File: src/rtl/stream_byte_packer.sv
// stream_byte_packer: packs a serial bit stream MSB-first into bytes and
// buffers them in a small FIFO with a valid/ready output and a drop counter.
// Ports: clk, rst (sync, active-high), en, data_in (serial bit),
//        byte_out/byte_valid/byte_ready (output stream), drop_count.
// Option: define VN_DEBIAS_EN to insert a von Neumann debiaser before packing.
module stream_byte_packer #(
    parameter int FIFO_DEPTH = 4,
    parameter int DROP_CNT_W = 16
) (
    input  logic                  clk,
    input  logic                  rst,
    input  logic                  en,
    input  logic                  data_in,
    output logic [7:0]            byte_out,
    output logic                  byte_valid,
    input  logic                  byte_ready,
    output logic [DROP_CNT_W-1:0] drop_count
);

    localparam int AW = $clog2(FIFO_DEPTH);
    localparam int CW = AW + 1;

    logic            acc_valid;
    logic            acc_bit;

`ifdef VN_DEBIAS_EN
    typedef enum logic {
        WAIT_FIRST,
        WAIT_SECOND
    } pair_state_t;

    pair_state_t state_q, state_d;
    logic        first_q;

    always_ff @(posedge clk) begin
        if (rst) begin
            state_q <= WAIT_FIRST;
            first_q <= 1'b0;
        end else begin
            state_q <= state_d;
            if (en && state_q == WAIT_FIRST)
                first_q <= data_in;
        end
    end

    // Unequal pairs emit the first bit of the pair; equal pairs emit nothing.
    always_comb begin
        state_d   = state_q;
        acc_valid = 1'b0;
        acc_bit   = 1'b0;
        if (en) begin
            unique case (state_q)
                WAIT_FIRST: begin
                    state_d = WAIT_SECOND;
                end
                WAIT_SECOND: begin
                    state_d   = WAIT_FIRST;
                    acc_valid = first_q ^ data_in;
                    acc_bit   = first_q;
                end
                default: state_d = WAIT_FIRST;
            endcase
        end
    end
`else
    always_comb begin
        acc_valid = en;
        acc_bit   = data_in;
    end
`endif

    // Only seven bits are stored; the eighth completes the byte directly.
    logic [6:0]            shift_q;
    logic [2:0]            bit_cnt_q;
    logic [7:0]            mem [FIFO_DEPTH];
    logic [AW-1:0]         wr_ptr_q;
    logic [AW-1:0]         rd_ptr_q;
    logic [CW-1:0]         count_q;
    logic [DROP_CNT_W-1:0] drop_q;

    logic       push;
    logic [7:0] push_byte;
    logic       pop;
    logic       full;
    logic       wr_en;
    logic       drop;

    always_comb begin
        push      = acc_valid && (bit_cnt_q == 3'd7);
        push_byte = {shift_q, acc_bit};
        full      = (count_q == CW'(FIFO_DEPTH));
        pop       = byte_valid && byte_ready;
        // A full FIFO still accepts a push when the head leaves this edge.
        wr_en     = push && (!full || pop);
        drop      = push && full && !pop;
    end

    always_ff @(posedge clk) begin
        if (rst) begin
            shift_q   <= '0;
            bit_cnt_q <= '0;
        end else if (acc_valid) begin
            shift_q   <= {shift_q[5:0], acc_bit};
            bit_cnt_q <= bit_cnt_q + 3'd1;
        end
    end

    always_ff @(posedge clk) begin
        if (!rst && wr_en)
            mem[wr_ptr_q] <= push_byte;
    end

    always_ff @(posedge clk) begin
        if (rst) begin
            wr_ptr_q <= '0;
            rd_ptr_q <= '0;
            count_q  <= '0;
            drop_q   <= '0;
        end else begin
            if (wr_en)
                wr_ptr_q <= wr_ptr_q + AW'(1);
            if (pop)
                rd_ptr_q <= rd_ptr_q + AW'(1);
            if (wr_en && !pop)
                count_q <= count_q + CW'(1);
            else if (pop && !wr_en)
                count_q <= count_q - CW'(1);
            if (drop && !(&drop_q))
                drop_q <= drop_q + DROP_CNT_W'(1);
        end
    end

    assign byte_valid = (count_q != '0);
    assign byte_out   = byte_valid ? mem[rd_ptr_q] : 8'h00;
    assign drop_count = drop_q;

endmodule

File: config.mk
export PLATFORM = sky130hd
export DESIGN_NAME = stream_byte_packer
export DESIGN_NICKNAME = d
export VERILOG_FILES = /design/src/rtl/stream_byte_packer.sv
export SDC_FILE = /design/constraint.sdc
export NUM_CORES = 1
export LEC_CHECK = 0
export ABC_AREA = 1
export BUFFER_PORTS_ARGS = -buffer_cell sky130_fd_sc_hd__buf_2
export CAP_MARGIN = 15
export CELL_PAD_IN_SITES_DETAIL_PLACEMENT = 1
export CELL_PAD_IN_SITES_GLOBAL_PLACEMENT = 2
export CORE_ASPECT_RATIO = 0.75
export CORE_MARGIN = 1
export CORE_UTILIZATION = 38
export DETAILED_ROUTE_END_ITERATION = 12
export PLACE_DENSITY = 0.82
export SLEW_MARGIN = 20
export SYNTH_ARGS = -nofsm -noshare
export SYNTH_HDL_FRONTEND = slang
export SYNTH_SLANG_ARGS = --single-unit
export TNS_END_PERCENT = 30
File: constraint.sdc
create_clock -name clk -period 3.4 [get_ports clk]
set_clock_uncertainty 0.05 [all_clocks]
set_input_delay 0.17 -clock clk [delete_from_list [all_inputs] [get_ports clk]]
set_output_delay 0.17 -clock clk [all_outputs]
set_load 0.01 [all_outputs]
==> Yosys cells after proc, flatten, opt, wreduce, memory -nomap -nowiden <==
Memory sizes are Yosys's and may differ from the RTL's. A register that Yosys moved wholly into a read port is not among the register bits.
Cells that the tools add are included.
{ "word_totals": {"wordCells": 40, "input_bits": 5, "ramBits": 32, "ff_bits": 33, "n_memories": 1} }
{ "classes": {"n_eq_ne": 2, "n_mux": 7, "n_addsub": 6, "reduce_logical": 18} }
{ "memory_table": {"columns": ["name", "depth", "width", "read_ports", "rd_ports_with_merged_regs", "write_ports", "line", "source"], "rows": [
  ["mem", 4, 8, 1, 1, 1, "75", "logic [7:0] mem [FIFO_DEPTH];"]
]} }
{ "op_table": {"columns": ["cell", "count"], "rows": [
  ["$add A16 B1 Y16 const B", 1],
  ["$reduce_and A16 Y1", 1],
  ["$logic_and A1 B1 Y1", 9],
  ["$mux W8", 1],
  ["$add A3 B1 Y3 const B", 2],
  ["$eq A3 B3 Y1 const B", 2],
  ["$mux W3", 2],
  ["$logic_not A1 Y1", 5],
  ["$add A2 B1 Y2 const B", 2],
  ["$mux W2", 2],
  ["$reduce_bool A3 Y1", 1],
  ["$sub A3 B1 Y3 const B", 1],
  ["$mux W1", 2],
  ["$reduce_bool A2 Y1", 1],
  ["$logic_or A1 B1 Y1", 1]
]} }

==> Depth between registers and ports, before layout <==
{ "logic_depth": {"depth_word": 8, "mapped_depth": 13, "ltp_nobuf": 13} }

==> Worst setup path after synthesis <==
OpenSTA, ideal clock, no wires.
{ "synth_timing": {"path_type": "flip-flop to flip-flop", "start": "register bit_cnt_q[0]", "end": "register count_q[2]", "path_stages_with_launch": 14, "slack_ps": 1389, "period_less_slack_ps": 2011, "setup_time_ps": 122, "path_buffers": 0, "required_time_ps": 3228, "t_arrival_ps": 1839, "cell_sequence": "dfxtp_1 > ha_1 > ha_1 > nand2_1 > clkinv_1 > nand2_1 > inv_1 > ha_1 > inv_1 > fa_1 > a21oi_1 > o21ai_0 > o21ai_0 > a21oi_1"} }
{ "synth_between": {"elab_chain_len": 6} }
{ "synth_lines": {"columns": ["element", "line", "source"], "rows": [
  ["start: declaration", "74", "logic [2:0] bit_cnt_q;"],
  ["start signal: assignment", "104", "bit_cnt_q <= bit_cnt_q + 3'd1;"],
  ["$eq A3 B3 Y1 *", "89", "push = acc_valid && (bit_cnt_q == 3'd7);"],
  ["$logic_and A1 B1 Y1 *", "89", null],
  ["$logic_and A1 B1 Y1 *", "94", "wr_en = push && (!full || pop);"],
  ["$logic_not A1 Y1", "126", "else if (pop && !wr_en)"],
  ["$logic_and A1 B1 Y1", "126", null],
  ["$reduce_bool A2 Y1 (no line)", null, null],
  ["end signal: assignment", "125", "count_q <= count_q + CW'(1);"],
  ["end signal: assignment", "127", "count_q <= count_q - CW'(1);"],
  ["end: declaration", "78", "logic [CW-1:0] count_q;"]
]} }
Mark *: on every way between the ends. The rest lies on a longest branch, timed or not.
A chain may end at the register's enable or synchronous reset.

==> Worst setup path in the final report <==
Ends and elaborated chain as after synthesis.

==> flow_summary_export.csv <==
group,metric,value,unit
sta,relSlewSlack,50.53,%
setup_path,critPathCaptureType,"flip-flop",
die,die-area,8495,sq um
sta,finalHoldViolCount,0,
cells_and_area,nets,407,
clock_tree,clockRootBuffer,"clkbuf_8",
run,max_cap_violations,0,
yosys,ys_types,30,
cells_and_area,multi_input_area,1262,sq um
placement,dp_hpwl,5688,um
yosys,ys_ff_latch,67,
sta,rsz0062_at_grt,"no",
cells_and_area,postLayoutCoreUtil,44.86,%
sta,min_period_over_period,65.84,%
run_status,status,"complete, no violations",
clock_tree,postCtsSetupRepairBufs,0,
cells_and_area,nFillCells,971,
cells_and_area,drive_gt1_share,17.34,%
routing,vias,2416,
sta,fin_setup_tns,0,ps
pwr,vdd_ir_drop_max,0.1974,mV
routing,via_per_inst,4.803,
pwr,p_per_area,570.8,nW/um^2
yosys,synth-edff-count,32,
pwr,leakage,0.001417,uW
sta,drv_slew,0,
routing,drt_pre_antenna_iters,4,
die,initial_core_util,39.17,%
yosys,postSynthAreaPerCell,8.578,sq um
cells_and_area,syn_to_final_growth,14.51,%
clock_tree,cts_tree,"built",
yosys,ys_warn_count,0,
die,row_count,28,
routing,routed_wirelength,7632,um
routing,drc,0,
placement,io_buffers,29,
yosys,syn_nets,374,
sta,worst_pin_slew,739.3,ps
yosys,synth-async-reset-ratio,0,%
sta,finalCriticalPeriod,2239,ps
clock_tree,cts.sinks,67,
setup_path,crit_fanout,5,
cells_and_area,num_antenna_cells,0,
worst_hold_path,min_path_type,"primary input to flip-flop",
grt,grt_antenna_before_repair,0,
grt,grt_pass1_wl,12440,um
yosys,yosys_most_used_dff,"dfxtp_1",
sta,fmax,0.4467,GHz
die,die_y,80.07,um
grt,globalRouteTotalUtil,19.73,%
cells_and_area,regArea,1662,sq um
setup_path,r2r_slack,1160,ps
grt,grt_pass1_vias,2430,
clock_tree,clkLatencyLatePin,330,ps
clock_tree,ctsResizeCount,0,
yosys,synth_cells,360,
grt,gr-total-overflow,0,
die,die_x,106.1,um
setup_path,arrival,2400,ps
yosys,synthesis.area,3088,sq um
routing,postRouteAntennaNets,0,
clock_tree,hold_buffers,0,
setup_path,critPathLaunchType,"flip-flop",
clock_tree,cts_buffer_depth,2,
setup_path,path_class,"flip-flop to flip-flop",
routing,drt-initial-drc-count,98,
clock_tree,path_clk_slew,80,ps
clock_tree,h-tree-depth,3,
die,core-area,7883,sq um
die,ioPinCount,30,
sta,fin_hold_ws,73.74,ps
sta,setup_viol,0,
clock_tree,cts_made_buffers,9,
routing,wl_per_cell,15.17,um
placement,place.gp.congestion,0.7057,
yosys,synth_seq_area_share,53.81,%
grt,grt_max_degree,27,
setup_path,critPathRequiredTime,3560,ps
-- cell type report --
type	instances	area share, %
multi-input cells	253	35.70
clock inverters	5	1.415
clock buffers	11	4.317
repair buffers	30	4.317
flip-flops and latches	67	46.99
well taps	105	3.716
inverters	32	3.539
-- cell usage after synthesis (3+ instances only) --
| cell | instances | share of area (%) |
|---|---|---|
| nand3_1 | 7 | 1.1 |
| a21oi_1 | 20 | 3.2 |
| nor2_1 | 92 | 11 |
| a21oi_2 | 4 | 1.1 |
| nand2_1 | 54 | 6.6 |
| nor2_2 | 8 | 1.6 |
| ha_1 | 8 | 3.2 |
| buf_2 | 4 | 0.65 |
| inv_1 | 26 | 3.2 |
| o21ai_0 | 35 | 5.7 |
| nand4_1 | 3 | 0.61 |
| edfxtp_1 | 32 | 31 |
| o21ai_1 | 3 | 0.49 |
| xor2_1 | 3 | 0.85 |
| nand2_2 | 4 | 0.81 |
| clkbuf_1 | 3 | 0.36 |
| xnor2_1 | 3 | 0.85 |
| dfxtp_1 | 35 | 23 |
-- registers in the layout (all words and copies together), names as in the netlist, named ones only --
signal and cells:
wr_ptr_q 2, mem 32, count_q 3, shift_q 7
bit_cnt_q 3, drop_count 16, rd_ptr_q 2
-- layout by cell type, fill, tap and decap left out, drive strengths merged --
master,synthesis,final
bufinv,0,1
inv,28,28
or2,1,1
nor2,102,102
xnor2,3,3
clkinv,4,7
ha,8,8
o21ai,38,38
dfxtp,35,35
clkinvlp,0,1
nand3,8,8
xor2,3,3
nor3,2,2
fa,1,1
a21oi,24,24
nand4,3,3
clkbuf,3,11
buf,5,30
nand2,60,60
edfxtp,32,32
-- per-layer routing --
layer	GRT usage [%]	vias to the layer above	share of wire (%)	wire (um)
li1	-	1239	-	-
met1	28.16	1139	53	4069
met2	30.07	36	43	3258
met3	5.276	2	3.6	273
met4	3.750	0	0.39	30
met5	0	-	0	0
-- worst max-delay path: stages (launching register included) --
cell and delay, ps:
dfxtp_1 350, ha_1 160, ha_1 130, nand2_1 50, clkinv_1 80, nand2_1 120, inv_1 100, ha_1 140
inv_1 70, fa_1 390, a21oi_1 150, o21ai_0 120, o21ai_0 160, a21oi_1 50
-- cells by family after synthesis --
family	Yosys count	share of synthesized area, %
xor gates and xnor gates	6	1.702
buffers and inverters	40	5.308
AOI/OAI and AO/OA	62	10.53
and+or+nand+nor	176	24.76
DFF	67	53.81
adders and majority gates	9	3.890
-- power breakdown --
part           switching [uW]  internal [uW]
Combinational             259            140
Sequential               67.5            882
Clock                     293            378
-- per-stage QoR --
| step | total power, uW | setup slack, ps | cells | instance area [sq um] |
|---|---|---|---|---|
| after floorplan | 1216 | 1389 | 360 | 3088 |
| after global placement | 1355 | 1253 | 487 | 3333 |
| after detailed placement | 1370 | 1165 | 487 | 3333 |
| after CTS | 2045 | 1151 | 503 | 3536 |
| after global routing | 2133 | 950.8 | 503 | 3536 |
| final | 2018 | 1161 | 503 | 3536 |
-- final timing paths --
path,from,depth (start not counted),end
setup / recovery,bit_cnt_q[0],13,count_q[2]
hold / removal,data_in,1,mem[2][0]
setup reg to reg,bit_cnt_q[0],13,count_q[2]
hold reg to reg,rd_ptr_q[1],2,flip-flop
Note: power is estimated with default switching activity, not from simulation.
